**src/rtl/regfile_pkg.sv**
```systemverilog
// Shared definitions for the register-file write side.
//   REG_ADDR_W / REG_DATA_W : register address / data widths
//   REG_ZERO                : hard-wired zero register, never written
//   wb_req_t                : one pending write {valid, waddr, data}
package regfile_pkg;
  localparam int REG_ADDR_W = 5;
  localparam int REG_DATA_W = 32;
  localparam logic [REG_ADDR_W-1:0] REG_ZERO = '0;

  typedef struct packed {
    logic                  valid;
    logic [REG_ADDR_W-1:0] waddr;
    logic [REG_DATA_W-1:0] data;
  } wb_req_t;
endpackage

```
**src/rtl/regfile_writeback_wb_fifo.sv**
```systemverilog
// wb_fifo: DEPTH-entry FIFO of wb_req_t buffering mult/div results.
//   clk, rst         : clock, synchronous active-high reset
//   push_i/push_req_i: enqueue push_req_i at wr pointer
//   pop_i            : retire head entry (caller guarantees non-empty)
//   squash_i/addr    : clear valid of every buffered entry with that waddr
//   qa/qb_addr_i     : lookup addresses; qa/qb_hit_o per-entry matches
//   head_o, count_o  : head entry and occupancy
// A squashed entry keeps its slot; only its valid bit drops, so it still
// drains in order and produces no write.
module wb_fifo
  import regfile_pkg::*;
#(
  parameter  int DEPTH = 2,
  localparam int PTR_W = $clog2(DEPTH),
  localparam int CNT_W = $clog2(DEPTH+1)
) (
  input  logic                  clk,
  input  logic                  rst,
  input  logic                  push_i,
  input  wb_req_t               push_req_i,
  input  logic                  pop_i,
  input  logic                  squash_i,
  input  logic [REG_ADDR_W-1:0] squash_addr_i,
  input  logic [REG_ADDR_W-1:0] qa_addr_i,
  input  logic [REG_ADDR_W-1:0] qb_addr_i,
  output wb_req_t               head_o,
  output logic [CNT_W-1:0]      count_o,
  output logic [DEPTH-1:0]      qa_hit_o,
  output logic [DEPTH-1:0]      qb_hit_o
);
  wb_req_t          mem_q [DEPTH];
  wb_req_t          mem_d [DEPTH];
  logic [PTR_W-1:0] wr_q, wr_d, rd_q, rd_d;
  logic [CNT_W-1:0] cnt_q, cnt_d;

  // Order matters: squash hits only entries already buffered, then the
  // push lands, so a same-edge push to the squashed address survives.
  always_comb begin
    for (int i = 0; i < DEPTH; i++) mem_d[i] = mem_q[i];
    wr_d  = wr_q;
    rd_d  = rd_q;
    cnt_d = cnt_q;
    if (squash_i) begin
      for (int i = 0; i < DEPTH; i++)
        if (mem_q[i].valid && mem_q[i].waddr == squash_addr_i)
          mem_d[i].valid = 1'b0;
    end
    if (pop_i) begin
      mem_d[rd_q].valid = 1'b0;
      rd_d = rd_q + PTR_W'(1);
    end
    if (push_i) begin
      mem_d[wr_q] = push_req_i;
      wr_d = wr_q + PTR_W'(1);
    end
    case ({push_i, pop_i})
      2'b10:   cnt_d = cnt_q + CNT_W'(1);
      2'b01:   cnt_d = cnt_q - CNT_W'(1);
      default: cnt_d = cnt_q;
    endcase
  end

  always_ff @(posedge clk) begin
    if (rst) begin
      for (int i = 0; i < DEPTH; i++) mem_q[i] <= '0;
      wr_q  <= '0;
      rd_q  <= '0;
      cnt_q <= '0;
    end else begin
      for (int i = 0; i < DEPTH; i++) mem_q[i] <= mem_d[i];
      wr_q  <= wr_d;
      rd_q  <= rd_d;
      cnt_q <= cnt_d;
    end
  end

  for (genvar i = 0; i < DEPTH; i++) begin : g_hit
    assign qa_hit_o[i] = mem_q[i].valid && (mem_q[i].waddr == qa_addr_i);
    assign qb_hit_o[i] = mem_q[i].valid && (mem_q[i].waddr == qb_addr_i);
  end

  assign head_o  = mem_q[rd_q];
  assign count_o = cnt_q;
endmodule

```
**src/rtl/regfile_writeback.sv**
```systemverilog
// regfile_writeback: owner of the register file write port.
//   clk, rst                 : clock (regfile writes on negedge), sync reset
//   pipe_*                   : MEM/WB pipeline result (has priority)
//   md_valid/md_ready/md_*   : mult/div result handshake, buffered in wb_fifo
//   rs/rt_addr, rs/rt_pending: decode query for buffered (not yet written) regs
//   regWrite/regWaddr/data   : registered write port
//   md_count                 : buffered entry count
module regfile_writeback
  import regfile_pkg::*;
#(
  parameter int DEPTH  = 2,
  parameter int DATA_W = 32,
  parameter int ADDR_W = 5
) (
  input  logic                       clk,
  input  logic                       rst,
  input  logic                       pipe_regwrite,
  input  logic                       pipe_memtoreg,
  input  logic [ADDR_W-1:0]          pipe_waddr,
  input  logic [DATA_W-1:0]          pipe_aluresult,
  input  logic [DATA_W-1:0]          pipe_memdata,
  input  logic                       md_valid,
  output logic                       md_ready,
  input  logic [ADDR_W-1:0]          md_waddr,
  input  logic [DATA_W-1:0]          md_data,
  input  logic [ADDR_W-1:0]          rs_addr,
  input  logic [ADDR_W-1:0]          rt_addr,
  output logic                       rs_pending,
  output logic                       rt_pending,
  output logic                       regWrite,
  output logic [ADDR_W-1:0]          regWaddr,
  output logic [DATA_W-1:0]          data,
  output logic [$clog2(DEPTH+1)-1:0] md_count
);
  localparam int CNT_W = $clog2(DEPTH+1);

  // Buffered entries are wb_req_t, whose field widths come from the package.
  if (DATA_W != REG_DATA_W || ADDR_W != REG_ADDR_W) begin : g_bad_width
    $error("regfile_writeback: DATA_W/ADDR_W must match regfile_pkg");
  end
  if (DEPTH < 2 || (DEPTH & (DEPTH-1)) != 0) begin : g_bad_depth
    $error("regfile_writeback: DEPTH must be a power of 2, >= 2");
  end

  logic              regwrite_q, regwrite_d;
  logic [ADDR_W-1:0] waddr_q, waddr_d;
  logic [DATA_W-1:0] data_q, data_d;

  logic              pipe_win, fifo_pop, md_push;
  wb_req_t           md_req, head;
  logic [CNT_W-1:0]  cnt;
  logic [DEPTH-1:0]  rs_hit, rt_hit;

  // A pipe write to the zero register is no write at all, so it frees the slot.
  assign pipe_win = pipe_regwrite && (pipe_waddr != REG_ZERO);
  assign fifo_pop = !pipe_win && (cnt != '0);

  // Ready depends on the pre-edge count: a full FIFO refuses even while draining.
  assign md_ready = !rst && (cnt < CNT_W'(DEPTH));
  // Results for $0 complete the handshake but are never stored.
  assign md_push  = md_valid && md_ready && (md_waddr != REG_ZERO);
  assign md_req   = '{valid: 1'b1, waddr: md_waddr, data: md_data};

  wb_fifo #(.DEPTH(DEPTH)) u_fifo (
    .clk          (clk),
    .rst          (rst),
    .push_i       (md_push),
    .push_req_i   (md_req),
    .pop_i        (fifo_pop),
    .squash_i     (pipe_win),
    .squash_addr_i(pipe_waddr),
    .qa_addr_i    (rs_addr),
    .qb_addr_i    (rt_addr),
    .head_o       (head),
    .count_o      (cnt),
    .qa_hit_o     (rs_hit),
    .qb_hit_o     (rt_hit)
  );

  // Squashed heads drain as a non-write; address/data then hold like idle.
  always_comb begin
    regwrite_d = 1'b0;
    waddr_d    = waddr_q;
    data_d     = data_q;
    if (pipe_win) begin
      regwrite_d = 1'b1;
      waddr_d    = pipe_waddr;
      data_d     = pipe_memtoreg ? pipe_memdata : pipe_aluresult;
    end else if (fifo_pop && head.valid) begin
      regwrite_d = 1'b1;
      waddr_d    = head.waddr;
      data_d     = head.data;
    end
  end

  always_ff @(posedge clk) begin
    if (rst) begin
      regwrite_q <= 1'b0;
      waddr_q    <= '0;
      data_q     <= '0;
    end else begin
      regwrite_q <= regwrite_d;
      waddr_q    <= waddr_d;
      data_q     <= data_d;
    end
  end

  assign rs_pending = (|rs_hit) && (rs_addr != REG_ZERO);
  assign rt_pending = (|rt_hit) && (rt_addr != REG_ZERO);
  assign regWrite   = regwrite_q;
  assign regWaddr   = waddr_q;
  assign data       = data_q;
  assign md_count   = cnt;
endmodule

```
**config.mk**
```make
export PLATFORM = sky130hd
export DESIGN_NAME = regfile_writeback
export DESIGN_NICKNAME = d
export VERILOG_FILES = /design/src/rtl/regfile_pkg.sv /design/src/rtl/regfile_writeback_wb_fifo.sv /design/src/rtl/regfile_writeback.sv
export SDC_FILE = /design/constraint.sdc
export NUM_CORES = 1
export LEC_CHECK = 0
export CELL_PAD_IN_SITES_DETAIL_PLACEMENT = 1
export CELL_PAD_IN_SITES_GLOBAL_PLACEMENT = 2
export CORE_ASPECT_RATIO = 0.6
export CORE_MARGIN = 2
export CORE_UTILIZATION = 29
export CTS_BUF_LIST = sky130_fd_sc_hd__clkbuf_8
export CTS_CLUSTER_DIAMETER = 100
export DETAILED_ROUTE_END_ITERATION = 10
export GPL_TIMING_DRIVEN = 0
export HOLD_SLACK_MARGIN = 0.03
export PLACE_DENSITY = 0.9
export SETUP_SLACK_MARGIN = 0.15
export SLEW_MARGIN = 10
export SYNTH_ARGS = -nofsm -noshare
export SYNTH_HDL_FRONTEND = slang
export SYNTH_SLANG_ARGS = --single-unit
```
**constraint.sdc**
```tcl
create_clock -name clk -period 2.75 [get_ports clk]
set_input_delay 0.6875 -clock clk [delete_from_list [all_inputs] [get_ports clk]]
set_output_delay 0.6875 -clock clk [all_outputs]
set_load 0.01 [all_outputs]
```
# ---- Word level (Yosys, flattened, before mapping)
# Memories as Yosys holds them, arrays and structs flattened. A register that Yosys moved wholly into a read port is not among the register bits.
# Index checks and enable logic that the tools add are counted.
dict set report totals {
  out_inout_bits 43
  mem_count 1
  input_bits 121
  ram_bits 76
  regBits 42
  word_cells 82
}
dict set report classes {
  n_reduce_logical 27
  n_mux 27
  order_cmp 5
  eq_ne 8
  add_sub_neg 4
  bitwise 4
}
# memory words word_bits rd rd_ports_with_merged_regs write_ports line_no
set memory_table {}
lappend memory_table {u_fifo.mem_q 2 38 3 1 2 regfile_writeback_wb_fifo.sv:31} ;# wb_req_t mem_q [DEPTH];
# operator count
set op_table {}
lappend op_table {{$bwmux 76} 2}
lappend op_table {{$mux 38} 4}
lappend op_table {{$mux 76} 2}
lappend op_table {{$mux 32} 3}
lappend op_table {{$demux 38 s1} 2}
lappend op_table {{$eq 5x5->1} 6}
lappend op_table {{$reduce_bool 5->1} 4}
lappend op_table {{$logic_and 1x1->1} 16}
lappend op_table {{$mux 1} 11}
lappend op_table {{$mux 5} 2}
lappend op_table {{$reduce_bool 2->1} 3}
lappend op_table {{$ge 2x2->1 const B} 2}
lappend op_table {{$lt 2x1->1 const B} 2}
lappend op_table {{$not 1->2} 2}
lappend op_table {{$pmux 2 s2} 1}
lappend op_table {{$reduce_or 2->1} 2}
lappend op_table {{$add 1x1->1 const B} 2}
lappend op_table {{$add 2x1->2 const B} 1}
lappend op_table {{$eq 2x1->1 const B} 1}
lappend op_table {{$eq 2x2->1 const B} 1}
lappend op_table {{$logic_not 1->1} 2}
lappend op_table {{$lt 2x2->1 const B} 1}
lappend op_table {{$or 1x1->1} 2}
lappend op_table {{$sub 2x1->2 const B} 1}

# ---- Longest topological paths before layout
dict set report logic_depth {
  ltp_word 10
  depth_mapped 7
  depth_no_buf 7
}

# ---- Hierarchy
# Synthesis repeated with hierarchy kept, for this count alone.
dict set report unflattened {
  hier_cells 663
  hier_area_um2 6033.3
}
# module cells_each n_inst seq_area_each_um2 area_per_inst_um2
set by_module_without_submodules {}
lappend by_module_without_submodules {wb_fifo 437 1 1621.6 3631.0}
lappend by_module_without_submodules {regfile_writeback 226 1 760.7 2402.3}

# ---- Worst setup path after synthesis
# No wires, ideal clock.
dict set report synth_timing {
  path_type {input to register}
  start {input port pipe_waddr[1]}
  end {register u_fifo.cnt_q[1], in the netlist u_fifo.count_o[1]}
  setup_time_ns 0.070
  arrival_time_ns 2.249
  setup_slack_ns 0.430
  n_path_buf 0
  cell_stages 6
  t_required_ns 2.680
  path_cell_list {or4_4 > o21a_4 > nor2_1 > ha_1 > or3_1 > a21oi_1}
}
dict set report synth_between {
  elab_chain_len 6
  word_cells_on_any_way 8
  cone_classes {eq/ne (2); mux (1); reduce/logical (5)}
}
# element line_no
set synth_lines {}
lappend synth_lines {{start: declaration} regfile_writeback.sv:19} ;# input logic [ADDR_W-1:0] pipe_waddr,
lappend synth_lines {{$reduce_bool 5->1 (*)} regfile_writeback.sv:55} ;# assign pipe_win = pipe_regwrite && (pipe_waddr != REG_ZERO);
lappend synth_lines {{$logic_and 1x1->1 (*)} regfile_writeback.sv:55}
lappend synth_lines {{$logic_not 1->1 (*)} regfile_writeback.sv:56} ;# assign fifo_pop = !pipe_win && (cnt != '0);
lappend synth_lines {{$logic_and 1x1->1 (*)} regfile_writeback.sv:56}
lappend synth_lines {{net fifo_pop} regfile_writeback.sv:49} ;# logic pipe_win, fifo_pop, md_push;
lappend synth_lines {{$eq 2x1->1 or $eq 2x2->1 (tied branches)} regfile_writeback_wb_fifo.sv:56} ;# case ({push_i, pop_i})
lappend synth_lines {{$pmux 2 s2 or $reduce_bool 2->1 (tied branches)} n/a}
lappend synth_lines {{end signal: assignment} regfile_writeback_wb_fifo.sv:73} ;# cnt_q <= cnt_d;
lappend synth_lines {{end: declaration} regfile_writeback_wb_fifo.sv:34} ;# logic [CNT_W-1:0] cnt_q, cnt_d;
# The timed path passes the listed nets; every way through them passes the cells marked *.
# A chain may end at the register's enable or synchronous reset.

# ---- Final worst setup path
dict set report layout_timing {
  start {input port rt_addr[4]}
  end {output port rt_pending}
}
dict set report layout_between {
  elab_chain_len 4
  word_cells_on_any_way 7
  cone_classes {eq/ne (2); reduce/logical (5)}
}
# element line_no
set layout_lines {}
lappend layout_lines {{start: declaration} regfile_writeback.sv:27} ;# input logic [ADDR_W-1:0] rt_addr,
lappend layout_lines {{$eq 5x5->1} regfile_writeback_wb_fifo.sv:79} ;# assign qb_hit_o[i] = mem_q[i].valid && (mem_q[i].waddr == qb_addr_i);
lappend layout_lines {{$logic_and 1x1->1} regfile_writeback_wb_fifo.sv:79}
lappend layout_lines {{$reduce_or 2->1} regfile_writeback.sv:109} ;# assign rt_pending = (|rt_hit) && (rt_addr != REG_ZERO);
lappend layout_lines {{$logic_and 1x1->1 (*)} regfile_writeback.sv:109}
lappend layout_lines {{end: declaration} regfile_writeback.sv:29} ;# output logic rt_pending,
# Mark *: on every way between the ends. The rest lies on a longest branch, timed or not.

==> run metrics <==
Pwr Total 4.96 mW; worst slew slack as a fraction of its limit 0.415; final number of hold-violating endpoints 0; number of buffers inserted for hold repair after clock tree synthesis 0; category of the critical setup timing path in -> out; RSZ-0062 raised after global routing yes; Min-Delay Path Class reg -> reg; global-route wire length before repair 30000 um; number of vias per cell 4.72; power per cell area 612 nW/um^2; post-layout minimum cycle time 2.53 ns; clk slew on worst S/H paths 0.08 ns; Total Negative Setup Slacks 0 ns; total global routing overflow 0; detailed-route wire length per cell 18.1 um; GRT busiest layer met2; critical path required time 2.06 ns; met2 track demand over resource 0.277; maxcap violations 0; Synthesized Nets 734; met3 routing resource usage after global routing 0.0578; worst voltage drop across the vdd grid 280 uV; tightest hold margin 0.456 ns; yosys warns 0; capturing element type of the critical path output port; final wirelength 19500 um; die boundary height 112 um; Avg Inst Size Synth 9.30 sq um; signal arrival time at the worst endpoint 1.84 ns; number of CTS-inserted buffers 17; worst setup skew after layout 0.0119 ns; Synth top area share 0.419; fill cell count 2245; Synth cell types 34; area occupied by multi-input gates 3110 sq um; NumNets Final 916; met1 Resource Use GR 0.277; I/O pins 164; number of levels in the clock H-tree 4; violation count after the first detailed-routing iteration 219; flops & latches, synth 119; number of global-route vias before repair 5250; Max FO, Critical Path 3; maximum achievable frequency 395 MHz; Sequential cell area 2380 sq um; overall routing resource usage 0.191; Synth Instances 612; via total after detailed routing 5068; Die Footprint 20800 sq um; DRC violations left 0; CTS tree built; outcome completed; final number of setup-violating endpoints 0; Bufs on Longest Clock Path 2; most area-hungry cell type in the Yosys netlist sky130_fd_sc_hd__dfxtp_1; row count 39; die width 185 um; Post-synth EDFFs 0; Main synth FF type sky130_fd_sc_hd__dfxtp_1; Slew Limit Fails 0; share of the clock period used by the worst path 0.920; share of flip-flops with an asynchronous set or reset 0; fraction of the yosys area taken by sequential cells 0.419; proportion of layout cells with a drive suffix above 1 0.167; Final GP Congestion 0.788; transition time of the tightest slew-check pin 0.877 ns; post-layout util 0.424; startpoint type of the worst setup path input port; layout-stage area growth over the synthesis result 42.5%; synth top area cells sky130_fd_sc_hd__dfxtp_1 42%, sky130_fd_sc_hd__mux2_2 14%, sky130_fd_sc_hd__mux2i_1 13%, sky130_fd_sc_hd__a21oi_1 6.5%, sky130_fd_sc_hd__nand2_1 5.0%; antenna diode count 0; antenna violations before repair 1; number of iterations in the first detailed-routing pass 4; number of buffers added on ports 162; latest clock arrival within the worst-skew pair 0.43 ns; final antenna-violating net count 0; largest net degree at the start of global routing 17; clock root buffer sky130_fd_sc_hd__clkbuf_8; starting density of the core 0.297; post-detail-place hpwl 14600 um; post-synthesis cell area 5690 sq um; CTS Sinks 119; Final Instance Area 8110 sq um; Area after DPL 7640 sq um; static leakage 2.98 nW; placeable core region 19100 sq um
==> final timing paths <==
| check | start | endpoint | slack, ns | cells past startpoint |
|---|---|---|---|---|
| setup / recovery | rt_addr[4] | rt_pending | 0.22 | 6 |
| setup reg to reg | u_fifo.count_o[1]$_SDFFE_PP0P_ | u_fifo.mem_q[1][31]$_SDFFE_PP0P_ | 0.72 | 6 |
| hold reg to reg | u_fifo.mem_q[1][17]$_SDFFE_PP0P_ | u_fifo.mem_q[1][17]$_SDFFE_PP0P_ | 0.46 | 2 |
| hold / removal | u_fifo.mem_q[1][17]$_SDFFE_PP0P_ | u_fifo.mem_q[1][17]$_SDFFE_PP0P_ | 0.46 | 2 |
==> cells in the mapped netlist (all sizes together) (3+ instances only) <==
| cell type | instances |
|---|---|
| xnor2 | 10 |
| nand2 | 76 |
| buf | 23 |
| mux2i | 75 |
| xor2 | 23 |
| nor4 | 5 |
| o21ai | 39 |
| a21oi | 74 |
| inv | 3 |
| clkbuf | 21 |
| mux2 | 69 |
| dfxtp | 119 |
| or4 | 3 |
| nor2 | 47 |
| nand3 | 8 |
==> layout by cell type (no fill, tap or decap), types with 2 or more instances in the layout <==
| cell type | count |
|---|---|
| sky130_fd_sc_hd__dlymetal6s2s_1 | 3 |
| sky130_fd_sc_hd__or4_1 | 2 |
| sky130_fd_sc_hd__dlygate4sd2_1 | 10 |
| sky130_fd_sc_hd__nand2_1 | 76 |
| sky130_fd_sc_hd__o21ai_0 | 38 |
| sky130_fd_sc_hd__inv_1 | 3 |
| sky130_fd_sc_hd__buf_4 | 3 |
| sky130_fd_sc_hd__bufinv_16 | 3 |
| sky130_fd_sc_hd__nor2_1 | 47 |
| sky130_fd_sc_hd__dfxtp_1 | 119 |
| sky130_fd_sc_hd__clkinv_2 | 2 |
| sky130_fd_sc_hd__mux2_2 | 69 |
| sky130_fd_sc_hd__nor3_1 | 2 |
| sky130_fd_sc_hd__clkbuf_8 | 20 |
| sky130_fd_sc_hd__buf_2 | 17 |
| sky130_fd_sc_hd__buf_1 | 3 |
| sky130_fd_sc_hd__inv_6 | 2 |
| sky130_fd_sc_hd__nor4_2 | 4 |
| sky130_fd_sc_hd__a21oi_1 | 74 |
| sky130_fd_sc_hd__xor2_1 | 23 |
| sky130_fd_sc_hd__a41o_1 | 2 |
| sky130_fd_sc_hd__nand3_1 | 8 |
| sky130_fd_sc_hd__clkinvlp_4 | 3 |
| sky130_fd_sc_hd__clkinv_4 | 4 |
| sky130_fd_sc_hd__buf_6 | 2 |
| sky130_fd_sc_hd__xnor2_1 | 10 |
| sky130_fd_sc_hd__clkbuf_1 | 18 |
| sky130_fd_sc_hd__nand4_1 | 2 |
| sky130_fd_sc_hd__mux2i_1 | 75 |
| sky130_fd_sc_hd__clkdlybuf4s50_1 | 146 |
==> stage by stage <==
step / cells / setup WS (ns)
5_1_grt: 1073 / 0.133
2_1_floorplan: 612 / 0.430
6_report: 1073 / 0.220
3_5_place_dp: 1040 / -0.767
3_3_place_gp: 1040 / -0.771
4_1_cts: 1073 / 0.146
==> registers in the layout (all words and copies together) (netlist names), named ones only <==
register	cells
data	32
regWaddr	5
regWrite	1
u_fifo.count_o	2
u_fifo.mem_q	76
u_fifo.rd_q	1
u_fifo.wr_q	1
==> worst max-delay path, stage by stage <==
cell and delay, ns:
sky130_fd_sc_hd__dlygate4sd2_1 0.27, sky130_fd_sc_hd__xor2_1 0.17, sky130_fd_sc_hd__nor4_2 0.32, sky130_fd_sc_hd__nand3_1 0.13, sky130_fd_sc_hd__a21oi_1 0.13, sky130_fd_sc_hd__buf_2 0.14
==> layer usage <==
metal / share of wire / vias up
met4: 0.0088 / 2
met3: 0.077 / 17
met2: 0.40 / 141
met1: 0.51 / 2406
met5: 0.00046 / -
li1: - / 2502
==> where the power goes <==
part           internal [mW]  total, mW  switching [mW]
Combinational          0.659       1.28           0.620
Sequential              1.87       1.97           0.108
Clock                  0.927       1.71           0.778
==> kinds of logic after synthesis <==
logic type      Yosys count  synth area share
flops                   119             0.419
xor+xnor                 33            0.0508
buf+inv                  47            0.0385
fa+ha+maj                 1           0.00220
compound gates          121             0.113
mux                     144             0.269
simple gates            147             0.108
==> cell type report <==
type	instances	area share
multi-input combinational	446	0.384
sequential	119	0.294
timing repair buffer	163	0.199
tap	266	0.0410
clock buffer	18	0.0306
buffer	44	0.0285
clock inverter	14	0.0216
inverter	3	0.00139
==> timing repair <==
item	CTS	global route
endpoints found under the setup margin	4	11
buffers inserted	1	0
pin swaps	4	3
gates resized for setup	26	10
hold endpoints to repair	0	0
Note: power is estimated with default switching activity, not from simulation.
